==> src/rtl/sbentsrc_pkg.sv <==
// Shared types and elaboration helpers for the S-box entropy source post-processor.
package sbentsrc_pkg;

    typedef enum logic [1:0] {
        StIdle,
        StStartup,
        StRun,
        StAlarm
    } state_e;

    // Bits needed to hold values 0..n-1 (never zero wide).
    function automatic int unsigned cnt_width(input int unsigned n);
        return (n > 1) ? $clog2(n) : 1;
    endfunction

    function automatic bit params_ok(input int unsigned rng_w, input int unsigned out_w,
                                     input int unsigned startup, input int unsigned rct_cut,
                                     input int unsigned apt_win, input int unsigned apt_cut);
        return (rng_w > 0) && (rng_w % 4 == 0) && (out_w >= rng_w) && (out_w % rng_w == 0) &&
               (startup >= 1) && (rct_cut >= 2) && (apt_win >= 2) &&
               ((apt_win & (apt_win - 1)) == 0) && (apt_cut >= 2) && (apt_cut <= apt_win);
    endfunction

endpackage

==> src/rtl/sbentsrc_health.sv <==
// Repetition-count and adaptive-proportion health tests on one sample stream.
module sbentsrc_health
    import sbentsrc_pkg::*;
#(
    parameter int unsigned RNG_WIDTH  = 4,
    parameter int unsigned RCT_CUTOFF = 8,
    parameter int unsigned APT_WINDOW = 64,
    parameter int unsigned APT_CUTOFF = 24
) (
    input  logic                 i_clk,
    input  logic                 i_reset_n,
    input  logic [RNG_WIDTH-1:0] i_sample,
    input  logic                 i_sample_en,
    input  logic                 i_restart,
    output logic                 o_rct_fail,
    output logic                 o_apt_fail
);

    localparam int unsigned RctW = cnt_width(RCT_CUTOFF + 1);
    localparam int unsigned WinW = $clog2(APT_WINDOW);
    localparam int unsigned AptW = cnt_width(APT_WINDOW + 1);

    logic [RNG_WIDTH-1:0] prev_q, prev_d, ref_q, ref_d;
    logic [RctW-1:0]      run_q, run_d;
    logic [WinW-1:0]      win_q, win_d;
    logic [AptW-1:0]      apt_q, apt_d;

    always_comb begin
        prev_d = prev_q;
        run_d  = run_q;
        ref_d  = ref_q;
        win_d  = win_q;
        apt_d  = apt_q;
        if (i_sample_en) begin
            prev_d = i_sample;
            if (i_restart || (i_sample != prev_q)) begin
                run_d = RctW'(1);
            end else if (run_q != RctW'(RCT_CUTOFF)) begin
                run_d = run_q + 1'b1;
            end
            // Window position wraps naturally because APT_WINDOW is a power of two.
            if (i_restart || (win_q == '0)) begin
                ref_d = i_sample;
                apt_d = AptW'(1);
                win_d = WinW'(1);
            end else begin
                win_d = win_q + 1'b1;
                if (i_sample == ref_q) begin
                    apt_d = apt_q + 1'b1;
                end
            end
        end
    end

    assign o_rct_fail = i_sample_en && (run_d == RctW'(RCT_CUTOFF));
    assign o_apt_fail = i_sample_en && (apt_d == AptW'(APT_CUTOFF));

    always_ff @(posedge i_clk or negedge i_reset_n) begin
        if (!i_reset_n) begin
            prev_q <= '0;
            run_q  <= '0;
            ref_q  <= '0;
            win_q  <= '0;
            apt_q  <= '0;
        end else begin
            prev_q <= prev_d;
            run_q  <= run_d;
            ref_q  <= ref_d;
            win_q  <= win_d;
            apt_q  <= apt_d;
        end
    end

endmodule

==> src/rtl/sbentsrc_postproc.sv <==
// Entropy source post-processor: start-up discard, health-test alarms, sample packing and
// valid/ready output register.
module sbentsrc_postproc
    import sbentsrc_pkg::*;
#(
    parameter int unsigned RNG_WIDTH       = 4,
    parameter int unsigned OUT_WIDTH       = 32,
    parameter int unsigned STARTUP_SAMPLES = 64,
    parameter int unsigned RCT_CUTOFF      = 8,
    parameter int unsigned APT_WINDOW      = 64,
    parameter int unsigned APT_CUTOFF      = 24
) (
    input  logic                 i_clk,
    input  logic                 i_reset_n,
    input  logic                 i_start,
    input  logic                 i_clear,
    output logic                 o_src_en,
    input  logic [RNG_WIDTH-1:0] i_rnd,
    output logic [OUT_WIDTH-1:0] o_data,
    output logic                 o_valid,
    input  logic                 i_ready,
    output logic                 o_rct_alarm,
    output logic                 o_apt_alarm,
    output logic                 o_drop,
    output logic                 o_busy
);

    localparam int unsigned Words  = OUT_WIDTH / RNG_WIDTH;
    localparam int unsigned IdxW   = cnt_width(Words);
    localparam int unsigned StartW = cnt_width(STARTUP_SAMPLES);

    if (!params_ok(RNG_WIDTH, OUT_WIDTH, STARTUP_SAMPLES, RCT_CUTOFF, APT_WINDOW, APT_CUTOFF))
    begin : g_bad_params
        $error("sbentsrc_postproc: illegal parameter combination");
    end

    state_e               state_q, state_d;
    logic                 src_en_q, src_en_d;
    logic [StartW-1:0]    start_cnt_q, start_cnt_d;
    logic [IdxW-1:0]      idx_q, idx_d;
    logic [OUT_WIDTH-1:0] acc_q, acc_d, data_q, data_d, word_c;
    logic                 valid_q, valid_d;
    logic                 rct_q, rct_d, apt_q, apt_d, drop_q, drop_d;
    logic                 sample_en, restart, rct_fail, apt_fail, fail;

    assign sample_en = (state_q == StStartup) || (state_q == StRun);
    assign restart   = (state_q == StStartup) && (start_cnt_q == '0);
    assign fail      = rct_fail || apt_fail;

    sbentsrc_health #(
        .RNG_WIDTH (RNG_WIDTH),
        .RCT_CUTOFF(RCT_CUTOFF),
        .APT_WINDOW(APT_WINDOW),
        .APT_CUTOFF(APT_CUTOFF)
    ) u_health (
        .i_clk      (i_clk),
        .i_reset_n  (i_reset_n),
        .i_sample   (i_rnd),
        .i_sample_en(sample_en),
        .i_restart  (restart),
        .o_rct_fail (rct_fail),
        .o_apt_fail (apt_fail)
    );

    always_comb begin
        state_d     = state_q;
        start_cnt_d = start_cnt_q;
        idx_d       = idx_q;
        acc_d       = acc_q;
        data_d      = data_q;
        valid_d     = valid_q;
        rct_d       = rct_q;
        apt_d       = apt_q;
        drop_d      = drop_q;
        word_c      = acc_q;
        word_c[idx_q*RNG_WIDTH +: RNG_WIDTH] = i_rnd;

        if (i_clear) begin
            rct_d  = 1'b0;
            apt_d  = 1'b0;
            drop_d = 1'b0;
        end
        if (valid_q && i_ready) begin
            valid_d = 1'b0;
        end

        unique case (state_q)
            StIdle: begin
                if (i_start) begin
                    state_d     = StStartup;
                    start_cnt_d = '0;
                end
            end
            StStartup: begin
                if (start_cnt_q == StartW'(STARTUP_SAMPLES - 1)) begin
                    state_d     = StRun;
                    start_cnt_d = '0;
                end else begin
                    start_cnt_d = start_cnt_q + 1'b1;
                end
            end
            StRun: begin
                if (!fail) begin
                    acc_d = word_c;
                    if (idx_q == IdxW'(Words - 1)) begin
                        idx_d = '0;
                        if (!valid_q || i_ready) begin
                            data_d  = word_c;
                            valid_d = 1'b1;
                        end else begin
                            drop_d = 1'b1;
                        end
                    end else begin
                        idx_d = idx_q + 1'b1;
                    end
                end
            end
            StAlarm: begin
                if (i_clear) begin
                    state_d = StIdle;
                end
            end
            default: state_d = StIdle;
        endcase

        // A failing sample flushes everything in flight; it also beats a same-cycle clear.
        if (fail) begin
            state_d     = StAlarm;
            start_cnt_d = '0;
            idx_d       = '0;
            acc_d       = '0;
            data_d      = '0;
            valid_d     = 1'b0;
        end
        rct_d = rct_d | rct_fail;
        apt_d = apt_d | apt_fail;

        src_en_d = (state_d == StStartup) || (state_d == StRun);
    end

    always_ff @(posedge i_clk or negedge i_reset_n) begin
        if (!i_reset_n) begin
            state_q     <= StIdle;
            src_en_q    <= 1'b0;
            start_cnt_q <= '0;
            idx_q       <= '0;
            acc_q       <= '0;
            data_q      <= '0;
            valid_q     <= 1'b0;
            rct_q       <= 1'b0;
            apt_q       <= 1'b0;
            drop_q      <= 1'b0;
        end else begin
            state_q     <= state_d;
            src_en_q    <= src_en_d;
            start_cnt_q <= start_cnt_d;
            idx_q       <= idx_d;
            acc_q       <= acc_d;
            data_q      <= data_d;
            valid_q     <= valid_d;
            rct_q       <= rct_d;
            apt_q       <= apt_d;
            drop_q      <= drop_d;
        end
    end

    assign o_src_en    = src_en_q;
    assign o_data      = data_q;
    assign o_valid     = valid_q;
    assign o_rct_alarm = rct_q;
    assign o_apt_alarm = apt_q;
    assign o_drop      = drop_q;
    assign o_busy      = sample_en;

endmodule

==> config.mk <==
export PLATFORM = sky130hd
export DESIGN_NAME = sbentsrc_postproc
export DESIGN_NICKNAME = d
export VERILOG_FILES = /design/src/rtl/sbentsrc_pkg.sv /design/src/rtl/sbentsrc_health.sv /design/src/rtl/sbentsrc_postproc.sv
export SDC_FILE = /design/constraint.sdc
export NUM_CORES = 1
export LEC_CHECK = 0
export CAP_MARGIN = 20
export CORE_ASPECT_RATIO = 1.25
export CORE_MARGIN = 1.5
export CORE_UTILIZATION = 33
export DETAILED_ROUTE_END_ITERATION = 10
export PLACE_DENSITY = 0.59
export SYNTH_ARGS = -nofsm -noshare
export SYNTH_HDL_FRONTEND = slang
export SYNTH_SLANG_ARGS = --single-unit
==> constraint.sdc <==
create_clock -name i_clk -period 2.8 [get_ports i_clk]
set_clock_uncertainty 0.2 [all_clocks]
set_input_delay 0.56 -clock i_clk [delete_from_list [all_inputs] [get_ports i_clk]]
set_output_delay 0.56 -clock i_clk [all_outputs]
set_load 0.02 [all_outputs]
# Word level (Yosys, flattened, before mapping)
# Index checks and enable logic that the tools add are counted.
totals:
  regBits: 105
  input_bits: 9
  output_inout_bits: 38
  elab_cells: 97
classes:
  n_addsub: 6
  eq_ne: 13
  n_shift: 2
  n_mux: 38
  bitwise_logic: 2
  n_reduce_logical: 21
ops:
  columns: ["op", "n"]
  rows:
  - ["32-bit 2-to-1 mux", 6]
  - ["5-bit negation with 34-bit output", 1]
  - ["4-bit by 34-bit variable shift with 32-bit output, first input constant", 1]
  - ["4-bit by 34-bit variable part select with 32-bit output", 1]
  - ["32-bit bitwise mux", 1]
  - ["6-bit 2-to-1 mux", 4]
  - ["7-bit 2-to-1 mux", 3]
  - ["6-bit by 1-bit adder with 6-bit output, second input constant", 2]
  - ["6-bit zero test", 2]
  - ["1-bit 2-to-1 mux", 12]
  - ["4-bit 2-to-1 mux", 3]
  - ["6-bit case mux with 2 select lines", 1]
  - ["3-bit 2-to-1 mux", 3]
  - ["2-bit 2-to-1 mux", 4]
  - ["7-bit by 1-bit adder with 7-bit output, second input constant", 1]
  - ["7-bit by 5-bit equality test with 1-bit output, second input constant", 1]
  - ["2-bit equality test, second input constant", 3]
  - ["6-bit equality test, second input constant", 1]
  - ["1-bit logical OR", 6]
  - ["2-bit case mux with 3 select lines", 1]
  - ["2-bit nonzero test", 3]
  - ["4-bit by 1-bit adder with 4-bit output, second input constant", 1]
  - ["2-bit by 1-bit equality test with 1-bit output, second input constant", 2]
  - ["4-bit equality test", 1]
  - ["other kinds (13)", 18]

# Depth between registers and ports, before layout
# Gate-level depths: netlist of run 1.
depth:
  word_depth: 11
  mapped_depth: 11
  ltp_nobuf: 8

# Modules after synthesis
# A second synthesis of run 1 with hierarchy kept.
unflattened:
  cells_unflattened: 531
  area_unflattened_um2: 5357.6
by_module_without_submodules:
  columns: ["module", "n_inst", "cells_each", "area_each_um2", "seq_area_each_um2"]
  rows:
  - ["sbentsrc_postproc", 1, 382, 3902.5, 2001.9]
  - ["sbentsrc_health", 1, 149, 1455.1, 625.6]

# Least setup slack after synthesis of run 1
# Ideal clock, no wire load.
synth_timing:
  path_kind: "register to register"
  start: "register state_q[0]"
  end: "register acc_q[17]"
  setup_ps: 123
  arrival_time_ps: 2565
  setup_slack_ps: -88
  path_stages_with_launch: 12
  path_buffers: 3
  period_less_slack_ps: 2888
  cell_sequence: "dfrtp_1 -> inv_1 -> ha_1 -> nand4_2 -> or2_1 -> or4_1 -> a211oi_1 -> o2111a_1 -> buf_4 -> buf_6 -> buf_6 -> nor3_1"
synth_via:
  elab_cells_between_ends: 17
  cone_classes: "eq/ne (4); mux (5); reduce/logical (8)"
synth_lines:
  columns: ["element", "line_no", "source"]
  rows:
  - ["start: declaration", "sbentsrc_postproc.sv:37", "state_e state_q, state_d;"]
  - ["start signal: assignment", "sbentsrc_postproc.sv:143", "state_q <= StIdle;"]
  - ["start signal: assignment", "sbentsrc_postproc.sv:154", "state_q <= state_d;"]
  - ["2-bit by 1-bit equality test with 1-bit output / 2-bit equality test (equally long branches)", "sbentsrc_postproc.sv:46", "assign sample_en = (state_q == StStartup) || (state_q == StRun);"]
  - ["1-bit logical OR *", "sbentsrc_postproc.sv:46", null]
  - ["via o_busy", "sbentsrc_postproc.sv:25", "output logic o_busy"]
  - ["7-bit 2-to-1 mux / 4-bit 2-to-1 mux (equally long branches)", "sbentsrc_health.sv:34", "if (i_sample_en) begin"]
  - ["7-bit by 5-bit equality test with 1-bit output / 4-bit equality test (equally long branches)", "sbentsrc_health.sv:56, sbentsrc_health.sv:55", null]
  - ["1-bit logical AND, on equally long branches", "sbentsrc_health.sv:56, sbentsrc_health.sv:55", null]
  - ["1-bit logical OR *", "sbentsrc_postproc.sv:48", "assign fail = rct_fail || apt_fail;"]
  - ["32-bit 2-to-1 mux / 2-bit nonzero test (equally long branches)", null, null]
  - ["end signal: assignment", "sbentsrc_postproc.sv:147", "acc_q <= '0;"]
  - ["end signal: assignment", "sbentsrc_postproc.sv:158", "acc_q <= acc_d;"]
  - ["end: declaration", "sbentsrc_postproc.sv:41", "logic [OUT_WIDTH-1:0] acc_q, acc_d, data_q, data_d, word_c;"]
# Mark *: on every way through the listed nets, which the timed path passes. The rest lies on a longest branch.
# A chain may end at the register's enable or synchronous reset.

# Final worst setup path of run 1
layout_timing:
  start: "register state_q[1]"
  end: "register drop_q (netlist: o_drop)"
layout_via:
  elab_chain_cells: 10
  elab_cells_between_ends: 17
  cone_classes: "eq/ne (4); mux (6); reduce/logical (7)"
layout_lines:
  columns: ["element", "line_no", "source"]
  rows:
  - ["2-bit by 1-bit equality test with 1-bit output", "sbentsrc_postproc.sv:46, sbentsrc_postproc.sv:47", null]
  - ["1-bit logical AND", "sbentsrc_postproc.sv:47", "assign restart = (state_q == StStartup) && (start_cnt_q == '0);"]
  - ["1-bit logical OR, on equally long branches", "sbentsrc_health.sv:42, sbentsrc_health.sv:36", null]
  - ["7-bit 2-to-1 mux / 4-bit 2-to-1 mux (equally long branches)", "sbentsrc_health.sv:42, sbentsrc_health.sv:36", null]
  - ["7-bit 2-to-1 mux / 4-bit 2-to-1 mux (equally long branches)", "sbentsrc_health.sv:34", null]
  - ["7-bit by 5-bit equality test with 1-bit output / 4-bit equality test (equally long branches)", "sbentsrc_health.sv:56, sbentsrc_health.sv:55", null]
  - ["1-bit logical AND, on equally long branches", "sbentsrc_health.sv:56, sbentsrc_health.sv:55", null]
  - ["1-bit logical OR", "sbentsrc_postproc.sv:48", null]
  - ["1-bit 2-to-1 mux", "sbentsrc_postproc.sv:103", "if (!fail) begin"]
  - ["1-bit 2-to-1 mux *", "sbentsrc_postproc.sv:87", "unique case (state_q)"]
  - ["via drop_d", "sbentsrc_postproc.sv:43", "logic rct_q, rct_d, apt_q, apt_d, drop_q, drop_d;"]
  - ["end signal: assignment", "sbentsrc_postproc.sv:163", "drop_q <= drop_d;"]
  - ["end: declaration", "sbentsrc_postproc.sv:43", null]
# Marked as above.

==> reports/qor.csv, run 1 <==
metric,value,unit
worst reg2reg startpoint,state_q[1],
GRT Total Usage,0.152,
DP Cell Count,818,
routed wire length,13600,microns
Nets,645,
Setup TNS Final,0,ns
Worst slew margin,0.613,
starting density of the core,0.336,
sequential area share after synthesis,0.468,
adder-cell share of the synthesized area,0.0424,
CP required,2.84,ns
met1 Usage GRT,0.185,
fin area,0.00722,sq mm
Die Y-Extent,149,microns
GR Util met2,0.272,
crit share post-route,0.976,
Most used DFF post-synth,dfrtp_1,
peak supply drop,0.000385,V
GR Overflow Total,0,
Cells after Synth,543,
largest net degree at the start of global routing,60,
f_max,0.366,GHz
mux share of post-synthesis cell area,0.139,
antenna violations before repair,0,
Final Non-Filler Cells,842,
Placement Cell Area,0.00659,sq mm
Critical Path Start Type,flop,
crit path max fanout,11,
total of max-cap violations,0,
most used routing layer,met2,
CTS tree,yes,
Final Max Tran Viols,0,
DR WL/cell,16.2,microns
via count,4338,
CTS max path bufs,2,
CTS sink count,105,
Worst Path Arrival,2.77,ns
max incr delay on CP,0.48,ns
total power,0.00733,W
clk_lat worst skew,0.35,ns
compound-cell area share of the yosys netlist,0.105,
root buffer cell,clkbuf_16,
CP most frequent cell,buf_12,
Via density,5.15,
HP Start,o_rct_alarm,
Final Util,0.432,
Worst-Margin Slew,0.577,ns
unrepaired setup endpoints after global routing,yes,
Mapped Area,0.00561,sq mm
H-tree depth,3,
Synth Area per Inst,10.3,sq um
met3 GRT Util,0.0241,
Routed Antenna Nets,0,
main combinational cell family by area after synthesis,simple AND/OR/NAND/NOR gates,
Slowest cell on crit path,or4_4,
Post-Syn Nets,571,
filler cell count,1612,
Horiz. Die Dim,120,microns
die area,0.0178,sq mm
DRT iter0 DRCs,198,
core box area,0.0167,sq mm
I/O Pins,47,
vias in the first global route,4426,
Leakage Power,3.35,nW
CP Capture Type,flop,
Simple-Gate Fraction of Synth Area,0.167,
Final setup viols,0,
fin crit period,2.73,ns
Synth Warn #,0,
Worst-path clk slew,0.07,ns
DR pass1 iterations,4,
post-synth cell types,51,
I/O Buffers,46,
routability cong.,0.788,
most frequent cells in the layout,"dfrtp_1, mux2i_1, nor2_1",
synth-to-layout area growth,28.7,%
Post-route DRC,0,
CTS Buf Count,9,
Detailed Place HPWL,9310,microns
"FF+latch count, synth",105,
ratio of cells with drive above 1 in the final layout,0.161,
outcome,completed,
critical path class,flop to flop,
PwrDens,1010,mW/mm^2
CP Cell Sequence,inv_2 > ha_4 > nand4_4 > or2_4 > or4_4 > a211oi_2 > o2111a_2 > buf_12 > buf_12 > o41ai_2,
global-route wire length before repair,21900,microns
FP Rows,53,
crit path launch,state_q[1],
Antenna Cells,0,
"commonest non-fill, non-tap cell in the layout",dfrtp_1,
number of synthesized flops with an enable pin,0,
Synth Area in XOR/XNOR,0.0312,
asr flop ratio synth,1.00,
Final Hold Fails,0,
Worst Hold Class,flop to flop,
## layout make-up
| class | count | area, sq um | share of cell area |
|---|---|---|---|
| Multi-Input combinational cell | 384 | 2870 | 0.397 |
| Sequential cell | 105 | 2630 | 0.364 |
| Timing Repair Buffer | 98 | 1030 | 0.143 |
| Tap cell | 220 | 275 | 0.0381 |
| Clock buffer | 12 | 246 | 0.0341 |
| Clock inverter | 4 | 98.8 | 0.0137 |
| Inverter | 19 | 73.8 | 0.0102 |
## per-stage QoR
| stage | worst slack [ns] | hold slack (ns) |
|---|---|---|
| after floorplan | 0.0639 | 0.0644 |
| after global placement | -0.357 | 0.271 |
| after detailed placement | -0.405 | 0.281 |
| after CTS | -0.00320 | 0.309 |
| after global routing | -0.0432 | 0.322 |
| final | 0.0666 | 0.304 |
## synth_stat cells, types with 3 or more instances
cell type | n | area [sq um]
buf_4 | 5 | 37.5
mux2i_1 | 68 | 681
dfrtp_1 | 105 | 2630
nor3_1 | 45 | 225
nand3_1 | 10 | 50.1
nor3b_1 | 5 | 37.5
ha_1 | 19 | 238
a21oi_1 | 8 | 40.0
nor2_1 | 59 | 221
nand2_1 | 25 | 93.8
nand2b_1 | 3 | 18.8
o22ai_1 | 3 | 18.8
mux2_2 | 9 | 101
and2_1 | 13 | 81.3
xor2_1 | 8 | 70.1
clkbuf_1 | 13 | 48.8
inv_1 | 19 | 71.3
a2111oi_0 | 33 | 289
nand4_1 | 4 | 25.0
xnor2_1 | 12 | 105
buf_2 | 10 | 50.1
a21o_1 | 5 | 37.5
nor2b_1 | 6 | 37.5
o21ai_0 | 11 | 55.1
a211oi_1 | 6 | 45.0
## worst paths after layout
path / endpoint / slack (ns) / cells after the start
worst max-delay path: o_drop / 0.07 / 10
worst min-delay path: o_rct_alarm / 0.30 / 1
worst max register to register: o_drop / 0.07 / 10
worst min register to register: o_rct_alarm / 0.30 / 1
max in group asynchronous: acc_q[25] / 1.32 / 3
min in group asynchronous: acc_q[23] / 0.44 / 2
## flip-flops by register name (all words and copies together), names as in the netlist, 2 cells and up
| signal | flops |
|---|---|
| u_health.run_q | 4 |
| u_health.apt_q | 7 |
| u_health.win_q | 6 |
| acc_q | 32 |
| idx_q | 3 |
| o_data | 32 |
| u_health.prev_q | 4 |
| u_health.ref_q | 4 |
| state_q | 2 |
| start_cnt_q | 6 |
## power breakdown
part	internal [W]	switching (W)
Combinational	0.00159	0.00174
Clock	0.000903	0.000562
Sequential	0.00214	0.000391
Total	0.00464	0.00269
## per-layer routing
layer | part of all wire | vias to the layer above
met5 | 0 | -
met4 | 0.025 | 0
met3 | 0.023 | 21
met2 | 0.52 | 64
met1 | 0.43 | 2157
li1 | - | 2096
## critical path, delay by kind of cell, from the launching register on
kind	cells	cell delay, ns
simple gates	3	0.82
compound gates	3	0.58
flops	1	0.37
buf+inv	3	0.35
fa+ha+maj	1	0.30
## what timing repair did
action                     in CTS  in global routing
resized for setup               4                 55
gates cloned                    0                  5
hold buffers                    1                  0
hold endpoints to repair       21                  0
setup endpoints to repair       7                 74
setup buffers                   0                  3
pin swaps                       0                  6
## cells by family (layout without fill, tap and decap cells)
kind of cell	count (synthesis)	in the layout
AND/OR/NAND/NOR	189	189
flip-flops	105	105
AO/OA/AOI/OAI	79	79
multiplexers	77	77
buffers and inverters	54	133
XOR/XNOR	20	20
adder cells (fa/ha/maj)	19	19
(Power assumes the default switching activity.)
==> inputs of run 2 (changes only) <==
- CORE_MARGIN: 1.5 -> 4
- CORE_UTILIZATION: 33 -> 53
- PLACE_DENSITY: 0.59 -> 0.84
==> run 2 against run 1 <==
Combinational power fell by 2%. Fmax fell by 1.5%. Global-route usage rose by 7.0 points. Non-clock buffer count fell by 13. Critical path type unchanged. First-iteration DRC count rose by 30%. Clock-buffer cell count fell by 3. Sequential power barely moved. Final area fell by 4.5%. Sequential share of layout area rose by 1.7 points. Register-to-register slack got worse by 0.04 ns.
==> reports/qor.csv, run 2 (synthesis gave the netlist of run 1 again) <==
metric,value,unit,change
Final Hold Fails,0,,unchanged
CTS tree,yes,,unchanged
I/O Pins,47,,unchanged
Worst Hold Class,flop to flop,,unchanged
Post-route DRC,0,,unchanged
Placement Cell Area,0.00638,sq mm,was 0.00659 sq mm
routed wire length,13500,microns,was 13600 microns
Antenna Cells,0,,unchanged
Setup WS pre-CTS,-0.492,ns,was -0.405 ns
die area,0.0123,sq mm,was 0.0178 sq mm
Die Y-Extent,123,microns,was 149 microns
PwrDens,1030,mW/mm^2,was 1010 mW/mm^2
global-route wire length before repair,21900,microns,about the same
GRT Total Usage,0.222,,was 0.152
crit share post-route,0.991,,was 0.976
Detailed Place HPWL,8860,microns,was 9310 microns
CP required,2.84,ns,about the same
total power,0.00712,W,was 0.00733 W
unrepaired setup endpoints after global routing,yes,,unchanged
Final Util,0.676,,was 0.432
starting density of the core,0.550,,was 0.336
Worst slew margin,0.575,,was 0.613
CTS sink count,105,,unchanged
DR WL/cell,18.3,microns,was 16.2 microns
via count,4478,,was 4338
Final Max Tran Viols,0,,unchanged
CTS max path bufs,2,,unchanged
clk_lat worst skew,0.36,ns,was 0.35 ns
DR pass1 iterations,5,,was 4
FP Rows,41,,was 53
DRT iter0 DRCs,257,,was 198
Final Worst Setup Slack,0.0244,ns,was 0.0666 ns
total of max-cap violations,0,,unchanged
most frequent cells in the layout,"dfrtp_1, mux2i_1, nor2_1",,unchanged
antenna violations before repair,0,,unchanged
fin area,0.00690,sq mm,was 0.00722 sq mm
largest net degree at the start of global routing,65,,was 60
routability cong.,0.824,,was 0.788
core box area,0.0102,sq mm,was 0.0167 sq mm
synth-to-layout area growth,22.9,%,was 28.7%
Via density,6.07,,was 5.15
Final Non-Filler Cells,738,,was 842
Final setup viols,0,,unchanged
fin crit period,2.78,ns,was 2.73 ns
H-tree depth,3,,unchanged
f_max,0.360,GHz,was 0.366 GHz
Horiz. Die Dim,100,microns,was 120 microns
filler cell count,731,,was 1612
CP Capture Type,flop,,unchanged
outcome,completed,,unchanged
DP Cell Count,716,,was 818
I/O Buffers,46,,unchanged
Worst Path Arrival,2.81,ns,was 2.77 ns
CTS Buf Count,9,,unchanged
Critical Path Start Type,flop,,unchanged
root buffer cell,clkbuf_16,,unchanged
Nets,632,,was 645
GR Overflow Total,0,,unchanged
Routed Antenna Nets,0,,unchanged
"commonest non-fill, non-tap cell in the layout",dfrtp_1,,unchanged
crit path max fanout,17,,was 11
vias in the first global route,4561,,was 4426
peak supply drop,0.000452,V,was 0.000385 V
Worst-path clk slew,0.07,ns,about the same
Leakage Power,3.23,nW,was 3.35 nW
critical path class,flop to flop,,unchanged
Worst-Margin Slew,0.619,ns,was 0.577 ns
ratio of cells with drive above 1 in the final layout,0.138,,was 0.161
## run 2: cell types whose count changed in the layout (fill, tap and decap cells not counted), moves of 3 or more
cell	change
a2111oi_1	-12
a2111oi_0	+17
dlymetal6s2s_1	-3
buf_4	-11
a2111oi_2	-5
## run 2: path summary, 6_finish.rpt
kind                              end  slack [ns]       start  cells after the start
max                         acc_q[28]        0.02  state_q[0]                     10
min reg2reg                    o_drop        0.28      o_drop                      2
max reg2reg                 acc_q[28]        0.02  state_q[0]                     10
min in group asynchronous  o_data[28]        0.44   i_reset_n                      2
max in group asynchronous   acc_q[21]        1.32   i_reset_n                      3
min                            o_drop        0.28      o_drop                      2
## run 2: critical path: stages (launching register included)
cell,delay [ns]
dfrtp_1,0.36
inv_2,0.07
ha_4,0.31
nand4_4,0.09
or2_4,0.28
or4_4,0.48
a211oi_2,0.21
o2111a_2,0.27
buf_12,0.15
clkbuf_16,0.18
nor3_1,0.07
## run 2: final cells by class
cell class | instances | area (sq um) | share of cell area
sequential | 105 | 2630 | 0.381
timing repair buffer | 85 | 917 | 0.133
inverter | 19 | 71.3 | 0.0103
clock buffer | 9 | 225 | 0.0326
tap | 129 | 161 | 0.0234
multi-input combinational | 384 | 2820 | 0.409
clock inverter | 7 | 77.6 | 0.0112
## run 2: through the flow
| step | TNS (ns) | hold slack (ns) |
|---|---|---|
| finish | 0 | 0.282 |
| global route | -3.65 | 0.308 |
| CTS | 0 | 0.295 |
| detailed placement | -29.04 | 0.273 |
| global placement | -22.09 | 0.262 |
| floorplan | 0 | 0.0644 |
## run 2: repair_timing
item	in CTS	in global routing
cloned	1	3
resized for setup	9	23
setup buffers	0	1
hold endpoints to repair	20	0
pin swaps	0	4
hold buffers	1	0
setup endpoints to repair	71	79
## run 2: where the power goes
part / switching, W / leakage, nW / internal [W] / total (W)
combinational: 0.00176 / 1.80 / 0.00151 / 0.00327
sequential: 0.000419 / 1.28 / 0.00215 / 0.00256
clock: 0.000589 / 0.146 / 0.000701 / 0.00129
## run 2: routing by layer
layer	vias up	routed length [microns]	track usage
met5	-	0	0
met4	0	352	0.0918
met3	34	702	0.0327
met2	160	7110	0.395
met1	2194	5340	0.270
li1	2090	-	-
